`src/rtl/avmm_arb2.sv`:
```
// ---------------------------------------------------------------------------
// avmm_arb2 : two-master Avalon-MM arbiter in front of a single slave port.
//
// m0 is the SPI-slave-to-Avalon bridge, m1 the local FX2LP command master.
// One transfer is forwarded at a time. The losing master is held off with
// waitrequest. A granted transfer that stalls TIMEOUT consecutive cycles is
// aborted: the master is released with TIMEOUT_DATA and the sticky err flag
// is raised.
//
// Parameters
//   ADDR_W        Avalon word-address width on all ports
//   TIMEOUT       stalled granted cycles tolerated before abort (0 = never)
//   TIMEOUT_DATA  readdata returned to the master on an aborted transfer
//
// Ports
//   clk, reset                 clock, synchronous active-high reset
//   m0_* / m1_*                Avalon-MM slave-side ports facing each master
//   s_*                        Avalon-MM master-side port facing the slave
//   err_clr                    clears err (a same-cycle abort wins)
//   err                        sticky timeout flag
//
// Build option
//   ARB_FIXED_PRIO_EN  when defined, contention always grants m0 and the
//                      round-robin pointer is not built.
// ---------------------------------------------------------------------------
module avmm_arb2 #(
    parameter int          ADDR_W       = 4,
    parameter int          TIMEOUT      = 255,
    parameter logic [31:0] TIMEOUT_DATA = 32'hDEAD_BEEF
) (
    input  logic              clk,
    input  logic              reset,

    input  logic [ADDR_W-1:0] m0_address,
    input  logic              m0_read,
    input  logic              m0_write,
    input  logic [31:0]       m0_writedata,
    input  logic [3:0]        m0_byteenable,
    output logic [31:0]       m0_readdata,
    output logic              m0_waitrequest,

    input  logic [ADDR_W-1:0] m1_address,
    input  logic              m1_read,
    input  logic              m1_write,
    input  logic [31:0]       m1_writedata,
    input  logic [3:0]        m1_byteenable,
    output logic [31:0]       m1_readdata,
    output logic              m1_waitrequest,

    output logic [ADDR_W-1:0] s_address,
    output logic              s_read,
    output logic              s_write,
    output logic [31:0]       s_writedata,
    output logic [3:0]        s_byteenable,
    input  logic [31:0]       s_readdata,
    input  logic              s_waitrequest,

    input  logic              err_clr,
    output logic              err
);

    localparam logic [1:0] ST_IDLE   = 2'd0;
    localparam logic [1:0] ST_GRANT0 = 2'd1;
    localparam logic [1:0] ST_GRANT1 = 2'd2;

    // A zero TIMEOUT still needs a legal one-bit counter.
    localparam int                CNT_W   = (TIMEOUT > 0) ? $clog2(TIMEOUT + 1) : 1;
    localparam logic [CNT_W-1:0]  CNT_MAX = CNT_W'(TIMEOUT);
    localparam logic [CNT_W-1:0]  CNT_ONE = CNT_W'(1);

    logic [1:0]       state;
    logic [CNT_W-1:0] cnt;

    logic req0;
    logic req1;
    logic gnt_req;
    logic abort;
    logic done;
    logic pick_m1;     // contention winner while idle

    assign req0 = m0_read | m0_write;
    assign req1 = m1_read | m1_write;

    always_comb begin
        gnt_req = 1'b0;
        case (state)
            ST_GRANT0: gnt_req = req0;
            ST_GRANT1: gnt_req = req1;
            default:   gnt_req = 1'b0;
        endcase
    end

    // Abort only while the granted master still requests; a withdrawn
    // request is a plain return to idle with no error.
    assign abort = (TIMEOUT != 0) && gnt_req && (cnt == CNT_MAX);
    assign done  = gnt_req && !abort && !s_waitrequest;

`ifdef ARB_FIXED_PRIO_EN
    assign pick_m1 = 1'b0;
`else
    // rr = 1 means m1 wins the next contention.
    logic rr;
    assign pick_m1 = rr;

    always_ff @(posedge clk) begin
        if (reset) begin
            rr <= 1'b0;
        end else if (abort || done) begin
            rr <= (state == ST_GRANT0);
        end
    end
`endif

    always_ff @(posedge clk) begin
        if (reset) begin
            state <= ST_IDLE;
            cnt   <= '0;
            err   <= 1'b0;
        end else begin
            if (abort) begin
                err <= 1'b1;
            end else if (err_clr) begin
                err <= 1'b0;
            end

            case (state)
                ST_IDLE: begin
                    cnt <= '0;
                    if (req0 && req1) begin
                        state <= pick_m1 ? ST_GRANT1 : ST_GRANT0;
                    end else if (req0) begin
                        state <= ST_GRANT0;
                    end else if (req1) begin
                        state <= ST_GRANT1;
                    end
                end
                default: begin
                    // Withdrawal, abort or completion all end the grant;
                    // any other granted cycle is a stall and is counted.
                    if (!gnt_req || abort || !s_waitrequest) begin
                        state <= ST_IDLE;
                        cnt   <= '0;
                    end else begin
                        cnt   <= cnt + CNT_ONE;
                    end
                end
            endcase
        end
    end

    always_comb begin
        s_address      = '0;
        s_read         = 1'b0;
        s_write        = 1'b0;
        s_writedata    = '0;
        s_byteenable   = '0;
        m0_waitrequest = 1'b1;
        m1_waitrequest = 1'b1;
        m0_readdata    = '0;
        m1_readdata    = '0;

        case (state)
            ST_GRANT0: begin
                s_address    = m0_address;
                s_writedata  = m0_writedata;
                s_byteenable = m0_byteenable;
                if (abort) begin
                    m0_waitrequest = 1'b0;
                    m0_readdata    = TIMEOUT_DATA;
                end else begin
                    // Read together with write is illegal; the write wins.
                    s_read         = m0_read & ~m0_write;
                    s_write        = m0_write;
                    m0_waitrequest = s_waitrequest;
                    m0_readdata    = s_readdata;
                end
            end
            ST_GRANT1: begin
                s_address    = m1_address;
                s_writedata  = m1_writedata;
                s_byteenable = m1_byteenable;
                if (abort) begin
                    m1_waitrequest = 1'b0;
                    m1_readdata    = TIMEOUT_DATA;
                end else begin
                    s_read         = m1_read & ~m1_write;
                    s_write        = m1_write;
                    m1_waitrequest = s_waitrequest;
                    m1_readdata    = s_readdata;
                end
            end
            default: begin
            end
        endcase
    end

endmodule
```
`config.mk`:
```
export PLATFORM = sky130hd
export DESIGN_NAME = avmm_arb2
export DESIGN_NICKNAME = d
export VERILOG_FILES = /design/src/rtl/avmm_arb2.sv
export SDC_FILE = /design/constraint.sdc
export NUM_CORES = 1
export LEC_CHECK = 0
export ABC_AREA = 0
export BUFFER_PORTS_ARGS = -buffer_cell sky130_fd_sc_hd__buf_4
export CAP_MARGIN = 30
export CORE_AREA = 2 2 90 92
export CTS_CLUSTER_DIAMETER = 200
export DETAILED_ROUTE_END_ITERATION = 16
export DIE_AREA = 0 0 92 94
export PLACE_DENSITY = 0.65
export SLEW_MARGIN = 15
export SYNTH_ARGS = -nofsm -noshare
export SYNTH_HDL_FRONTEND = slang
export SYNTH_SLANG_ARGS = --single-unit
```
`constraint.sdc`:
```
create_clock -name clk -period 2.8 [get_ports clk]
set_input_delay 0.28 -clock clk [delete_from_list [all_inputs] [get_ports clk]]
set_output_delay 0.28 -clock clk [all_outputs]
set_load 0.03 [all_outputs]
```
== Word level (Yosys, flattened, before mapping) ==
Index checks and enable logic that the tools add are counted.

* Bits in registers: 12
* Output and inout port bits: 109
* Word-level logic and storage cells: 54

* Multiplexer cells: 24
* Equality and inequality tests: 4
* Reduce and logical (&&, ||, !) cells: 15
* Add/subtract/negate cells: 1
* Bitwise operators: 6

{| class="wikitable"
|+ Operator list
! cell !! number
|-
| 32-bit two-way mux || 3
|-
| 32-bit one-hot mux with 2 select lines || 1
|-
| 4-bit one-hot mux with 2 select lines || 2
|-
| 2-bit two-way mux || 6
|-
| 1-bit two-way mux || 9
|-
| 8-bit by 1-bit adder with 8-bit output (second input constant) || 1
|-
| 8-bit equality test (second input constant) || 1
|-
| 1-bit one-hot mux with 2 select lines || 3
|-
| 1-bit logical AND || 4
|-
| 4-bit inequality test (second input constant) || 1
|-
| 2-bit nonzero test || 2
|-
| 1-bit logical NOT || 3
|-
| 1-bit logical OR || 3
|-
| 3-bit OR reduction || 1
|-
| 1-bit bitwise AND || 2
|-
| 2-bit by 1-bit equality test with 1-bit output (second input constant) || 1
|-
| 2-bit equality test (second input constant) || 1
|-
| 2-bit logical NOT || 1
|-
| 1-bit NOT || 2
|-
| 1-bit OR || 2
|-
| 2-bit AND reduction || 1
|}

== Longest topological paths before layout ==
Gate-level depths: netlist of the first run.

* Depth in word-level cells: 7
* Mapped depth: 7

== Worst setup path before layout of the first run ==
Ideal clock, no wire load.

* Path kind: reg2out
* Start point: register state[0]
* End point: output port s_read
* Slack: 0.614 ns
* Arrival: 1.906 ns
* Stages on the path, launching flop included: 7
* Buffers on the path: 1
* Required time: 2.520 ns
* Cell sequence: dfxtp_1 -> inv_1 -> ha_1 -> o21ai_1 -> a2111oi_4 -> clkbuf_1 -> nor3_1

* Cells in the longest elaborated chain, start to end: 5
* Elaborated cells on any way between the ends: 7
* Those cells by class: 2 x eq/ne; 4 x mux; 1 x reduce/logical

{| class="wikitable"
|+ Ends and longest elaborated chain
! what !! RTL line !! RTL
|-
| start: declaration || 71 || <nowiki>logic [1:0] state;</nowiki>
|-
| start signal: assignment || 130 || <nowiki>state <= pick_m1 ? ST_GRANT1 : ST_GRANT0;</nowiki>
|-
| 2-bit equality test / 2-bit by 1-bit equality test with 1-bit output (equally long branches) || 86, 162 ||
|-
| 1-bit one-hot mux with 2 select lines || 86 || <nowiki>case (state)</nowiki>
|-
| 1-bit logical AND || 95 || <nowiki>assign abort = (TIMEOUT != 0) && gnt_req && (cnt == CNT_MAX);</nowiki>
|-
| 1-bit two-way mux, on equally long branches || 182, 167 ||
|-
| 1-bit one-hot mux with 2 select lines (*) || 162 || <nowiki>case (state)</nowiki>
|-
| end: declaration || 51 || <nowiki>output logic s_read,</nowiki>
|}

Every way passes the cells marked *; elsewhere a longest branch is shown, timed or not.

== Final worst setup path of the first run ==
* Start point: register state[0]
* End point: output port m1_readdata[24]

* Cells in the longest elaborated chain, start to end: 5
* Elaborated cells on any way between the ends: 6
* Those cells by class: 2 x eq/ne; 3 x mux; 1 x reduce/logical

{| class="wikitable"
|+ Ends and longest elaborated chain
! what !! RTL line !! RTL
|-
| 2-bit equality test / 2-bit by 1-bit equality test with 1-bit output (equally long branches) || 86, 162 ||
|-
| 1-bit one-hot mux with 2 select lines || 86 ||
|-
| 1-bit logical AND || 95 ||
|-
| 32-bit two-way mux || 182 || <nowiki>if (abort) begin</nowiki>
|-
| 32-bit two-way mux (*) || 162 ||
|-
| end: declaration || 47 || <nowiki>output logic [31:0] m1_readdata,</nowiki>
|}

Marked as above.

==> results of run 1 <==
-- stage by stage --
step / cell area (sq um) / hold WS [ns]
floorplan: 1670 / 0.352
global placement: 3470 / 0.444
detailed placement: 3470 / 0.455
CTS: 3510 / 0.228
global route: 3510 / 0.235
finish: 3510 / 0.230
-- power by group through the flow --
| stage | sequential, W | clock, W | combinational, W |
|---|---|---|---|
| 2_1_floorplan | 0.000179 | 0 | 0.000338 |
| 6_report | 0.000177 | 0.000160 | 0.000640 |
| 5_1_grt | 0.000177 | 0.000173 | 0.000679 |
| 4_1_cts | 0.000177 | 0.000164 | 0.000643 |
| 3_5_place_dp | 0.000180 | 0 | 0.000641 |
| 3_3_place_gp | 0.000180 | 0 | 0.000637 |
-- cells in the mapped netlist, types with 3 or more instances --
library cell	instances
xnor2_1	5
nor2_1	54
o21ai_0	3
clkbuf_1	19
a22oi_1	41
nor2b_1	3
o21a_1	48
nand3_1	5
buf_1	4
and2_1	16
dfxtp_1	12
nand2_1	6
inv_1	6
a21oi_1	3
ha_1	5
-- sequential cells by signal, summed over array words and instances, names as in the netlist --
name,count
cnt,8
state,2
err,1
pick_m1,1
-- cell type report --
class / instances / area, sq um
fill: 768 / 4100
timing repair buffer: 234 / 1770
multi-input combinational: 204 / 1310
sequential: 12 / 240
tap: 102 / 128
clock buffer: 3 / 41.3
inverter: 7 / 26.3
-- how the worst max path moves through the flow --
stage | cells after the start | slack, ns | endpoint
floorplan | 6 | 0.61 | s_read
global placement | 6 | 0.53 | m1_readdata[24]
global route | 6 | 0.06 | m1_readdata[8]
finish | 6 | 0.25 | m1_readdata[24]
CTS | 6 | 0.24 | m1_readdata[24]
detailed placement | 6 | 0.51 | m1_readdata[20]
-- routing by layer --
layer	vias to the layer above	part of all wire	track usage
met1	1190	0.40	0.225
li1	1311	-	-
met4	0	0.011	0.0386
met2	98	0.51	0.313
met5	-	0	0
met3	7	0.071	0.0369
-- logic make-up (layout without fill, tap and decap cells) --
family                   Yosys count  after routing
buffers and inverters             32            244
AO/OA/AOI/OAI                    102            102
AND/OR/NAND/NOR                   91             91
adder cells (fa/ha/maj)            5              5
XOR/XNOR                           6              6
flip-flops                        12             12
-- critical path, delay by kind of cell (launching register included) --
family                     cells  cell delay (ns)
adders and majority gates      1             0.19
buffers and inverters          3             0.83
and+or+nand+nor                2             0.63
DFF                            1             0.34
==> flow_summary_export.csv, run 1 <==
group,metric,value,unit
pwr,swShare,0.437,
layout,final_common_cell,"buf_4",
grt,grt_usage,0.178,
die,dieArea,8650,sq um
synth,netlist_area,1670,sq um
pwr,powerDensity,278,nW/um^2
grt,grt.overflow.total,0,
layout,final_cells,562,
die,ios,229,
place,post-dp-hpwl,6790,um
route,num_vias,2606,
layout,fin_util,0.462,
timing,setup_tns,0,ns
timing,finalHoldViolCount,0,
place,io_buffers,228,
cts,numCtsBuffers,3,
synth,synth_cells,248,
pwr,internal-power,0.000550,W
cts,cts_resized,0,
worst_setup_path,slowest_delay,0.55,ns
synth,ys_top_cells_by_area,"o21a_1, a22oi_1, dfxtp_1, nor2_1, and2_1",
synth,ys_ff_latch,12,
worst_hold_path,whs_endpoint,"err$_SDFFE_PP0P_",
grt,grt_pass1_vias,2290,
worst_hold_path,holdCritPathClass,"input port to register",
synth,avgSynthCellArea,6.72,sq um
pwr,vdd_drop_max,146,uV
worst_setup_path,criticalPathCategory,"register to primary output",
worst_setup_path,slowest_stage,"buf_4",
worst_setup_path,cp.required,2.52,ns
synth,ys_seq_area_frac,0.144,
die,row_count,32,
pwr,p_total,0.000976,W
route,drc,0,
worst_hold_path,min-delay-start,"reset",
grt,grt_pass1_wl,12500,um
timing,worst_slew_pin_slew,0.696,ns
cts,postCtsHoldBufs,0,
route,ant_nets,0,
status,run_status,"finished clean",
worst_setup_path,crit_top_cell,"buf_4",
synth,syn-num-nets,373,
place,post-place-ws,0.509,ns
pwr,p_clk_frac,0.164,
synth,synth-compound-area-share,0.464,
cts,cts_setup_buffers,0,
timing,slew-limit-headroom,0.536,
synth,ys_types,29,
timing,skew,0.000623,ns
layout,layout_common_cells,"buf_4, nor2_1, o21a_1, a22oi_1, and2_1",
job,drv_cap,0,
timing,drv_slew,0,
layout,antenna_cells,0,
cts,max-clock-path-buffers,2,
worst_setup_path,r2r_end,"state[1]$_SDFFE_PP0P_",
route,vias_per_cell,4.64,
cts,clk-insertion-delay-late,0.24,ns
worst_setup_path,start_kind,"register",
place,dp.cells,559,
route,drt_iter0_markers,115,
route,routedWlPerCell,15.3,um
cts,clk_pin_slew_worst_paths,0.05,ns
synth,synth_top_family_by_area,"compound AO/OA/AOI/OAI gates",
synth,synth_warnings,0,
layout,drive_gt1_frac,0.522,
die,die_w,92,um
pwr,seq_power_share,0.181,
synth,synth_ff_type,"dfxtp_1",
pwr,cellLeakagePower,1.70,nW
timing,fin_ws,0.246,ns
die,start_util,0.219,
route,dr.pass1.iters,5,
timing,rsz0062_at_grt,"no",
synth,synth_top_area_frac,0.216,
worst_setup_path,end_kind,"primary output",
worst_setup_path,cp_data_arrival_time,2.27,ns
die,die_h,94,um
layout,syn2layout_area_growth,111,%
pwr,comb_power_share,0.655,
cts,htreeDepth,1,
timing,finalSetupViolCount,0,
worst_setup_path,regToRegSetupSlack,0.77,ns
layout,fin_nets,587,
pwr,power.switching,0.000427,W
timing,period_needed,2.55,ns
timing,fmax,392,MHz
cts,clock-sinks,12,
worst_setup_path,reg2reg_depth,6,
synth,synth_fa_ha_area_frac,0.0375,
die,core_area,7610,sq um
synth,synth_xor_area_frac,0.0315,
worst_setup_path,crit_start,"state[0]$_SDFFE_PP0P_",
synth,yosys-mux-area-fraction,0,
worst_hold_path,hold_depth,2,
cts,cts_root_buf,"clkbuf_8",
worst_setup_path,reg2reg_from,"state[0]$_SDFFE_PP0P_",
worst_setup_path,path_cells,"inv_1 -> ha_2 -> buf_4 -> nor2b_1 -> and2_1 -> buf_4",
synth,synthArstFlopShare,0,
cts,tritoncts,"built",
place,place_congestion,0.769,
grt,antenna_found_initial,0,
timing,period_share,0.912,
synth,yosysTopAreaCell,"o21a_1",
grt,grt_max_degree,69,
worst_setup_path,cp_max_fo,68,
synth,synth_edf_count,0,
route,routed_wl,8580,um
synth,synth-simple-area-share,0.249,
No activity file was read; power rests on OpenSTA's default activity.
==> inputs of run 2 (changes only) <==
BUFFER_PORTS_ARGS = -buffer_cell sky130_fd_sc_hd__buf_2   (was -buffer_cell sky130_fd_sc_hd__buf_4)
==> run 2 against run 1 <==
Cell area fell by 16%. Global-route usage down 1.3 points. Sequential share of layout area grew 1.3 points. Critical path depth rose by 1. Critical path type unchanged. Largest cell class is now multi-input combinational cells.
==> flow_summary_export.csv, run 2 (synthesis results as in run 1) <==
group,metric,value,unit
status,run_status,"finished clean",
cts,cts_resized,0,
worst_setup_path,slowest_delay,0.57,ns
worst_hold_path,holdCritPathClass,"input port to register",
job,drv_cap,0,
pwr,vdd_drop_max,90.4,uV
die,core_area,7610,sq um
die,start_util,0.219,
cts,cts_root_buf,"clkbuf_8",
timing,skew,0.000407,ns
timing,setup_tns,0,ns
grt,use_met2,0.285,
grt,top_usage_layer,"met2",
place,io_buffers,228,
timing,worst_slew_pin_slew,0.668,ns
grt,met3_usage,0.0457,
cts,clock-sinks,12,
route,routed_wl,7890,um
worst_setup_path,end_kind,"primary output",
worst_setup_path,regToRegSetupSlack,0.43,ns
grt,grt_max_degree,69,
worst_setup_path,cp.required,2.52,ns
route,dr.pass1.iters,4,
timing,drv_slew,0,
pwr,cellLeakagePower,1.60,nW
layout,largest_register_ffs,8,
die,ios,229,
route,num_vias,2595,
grt,grt_usage,0.165,
route,routedWlPerCell,14.0,um
cts,clk_pin_slew_worst_paths,0.05,ns
place,post-place-ws,0.415,ns
grt,grt.overflow.total,0,
timing,rsz0062_at_grt,"no",
place,place_congestion,0.801,
timing,fin_ws,0.146,ns
route,ant_nets,0,
grt,met1_usage,0.207,
cts,numCtsBuffers,3,
route,drt_iter0_markers,149,
die,die_w,92,um
worst_setup_path,cp_max_fo,26,
timing,finalSetupViolCount,0,
layout,final_common_cell,"buf_2",
timing,finalHoldViolCount,0,
layout,top_regs,"cnt x8, state x2",
cts,cts_setup_buffers,0,
timing,period_share,0.948,
layout,regMostFlops,"cnt",
timing,slew-limit-headroom,0.555,
worst_setup_path,start_kind,"register",
worst_setup_path,cp_data_arrival_time,2.37,ns
cts,htreeDepth,1,
pwr,powerDensity,306,nW/um^2
grt,grt_pass1_vias,2284,
route,vias_per_cell,4.60,
layout,syn2layout_area_growth,76.7,%
layout,final_cells,564,
worst_setup_path,criticalPathCategory,"register to primary output",
layout,layout_common_cells,"buf_2, nor2_1, o21a_1, a22oi_1, and2_1",
die,row_count,32,
worst_setup_path,slowest_stage,"a2111oi_4",
pwr,p_total,0.000900,W
timing,period_needed,2.65,ns
place,post-dp-hpwl,6400,um
route,drc,0,
layout,drive_gt1_frac,0.523,
cts,clk-insertion-delay-late,0.24,ns
timing,fmax,377,MHz
place,dp.cells,559,
layout,fin_nets,587,
grt,grt_pass1_wl,11800,um
grt,antenna_found_initial,1,
cts,tritoncts,"built",
die,die_h,94,um
worst_setup_path,path_cells,"inv_1 -> ha_1 -> inv_2 -> a2111oi_4 -> buf_4 -> o21a_1 -> buf_2",
cts,max-clock-path-buffers,2,
die,dieArea,8650,sq um
==> run 2: cell types whose count changed in the layout (fill, tap and decap cells not counted), sizes merged <==
cell / delta
diode: +1
clkbuf: +1
==> run 2: worst paths after layout <==
check                                      startpoint                    end  cells after the start
worst max-delay path            state[1]$_SDFFE_PP0P_        m1_readdata[11]                      7
worst min-delay path                            reset       err$_SDFFE_PP0P_                      2
worst max register to register  state[1]$_SDFFE_PP0P_  state[1]$_SDFFE_PP0P_                      7
worst min register to register      cnt[0]$_SDFF_PP0_      cnt[0]$_SDFF_PP0_                      1
==> run 2: timing repair <==
item | in CTS | in global routing
setup endpoints to repair | 0 | 11
hold buffers | 0 | 0
hold endpoints to repair | 0 | 0
==> run 2: routing by layer <==
metal,part of all wire,up-vias
li1,-,1313
met1,0.40,1159
met2,0.50,108
met3,0.088,13
met4,0.014,2
met5,0.0016,-
==> run 2: final cells by class <==
| cell class | instances | area (sq um) |
|---|---|---|
| diodes | 1 | 2.50 |
| clock buffers | 4 | 55.1 |
| fillers | 842 | 4660 |
| inverters | 7 | 26.3 |
| multi-input cells | 204 | 1310 |
| flip-flops and latches | 12 | 240 |
| well taps | 102 | 128 |
| repair buffers | 234 | 1190 |
==> run 2: stage by stage <==
step,hold slack (ns),utilization,area (sq um)
after floorplan,0.352,-,1670
after detailed placement,0.468,0.379,2890
final,0.239,0.387,2940
after CTS,0.234,0.387,2940
after global routing,0.256,0.387,2940
after global placement,0.442,0.379,2890
==> run 2: critical path, delay by kind of cell, from the launching register on <==
family                     cells  cell delay [ns]
AOI/OAI and AO/OA              2             0.72
DFF                            1             0.38
buffers and inverters          4             0.72
adders and majority gates      1             0.30
==> run 2: power by group <==
group / switching, W / total (W) / leakage [nW] / internal, W
clock network: 0.0000615 / 0.000186 / 0.0288 / 0.000124
logic: 0.000349 / 0.000537 / 1.47 / 0.000188
registers: 0.00000309 / 0.000177 / 0.0970 / 0.000174
total: 0.000413 / 0.000900 / 1.60 / 0.000486
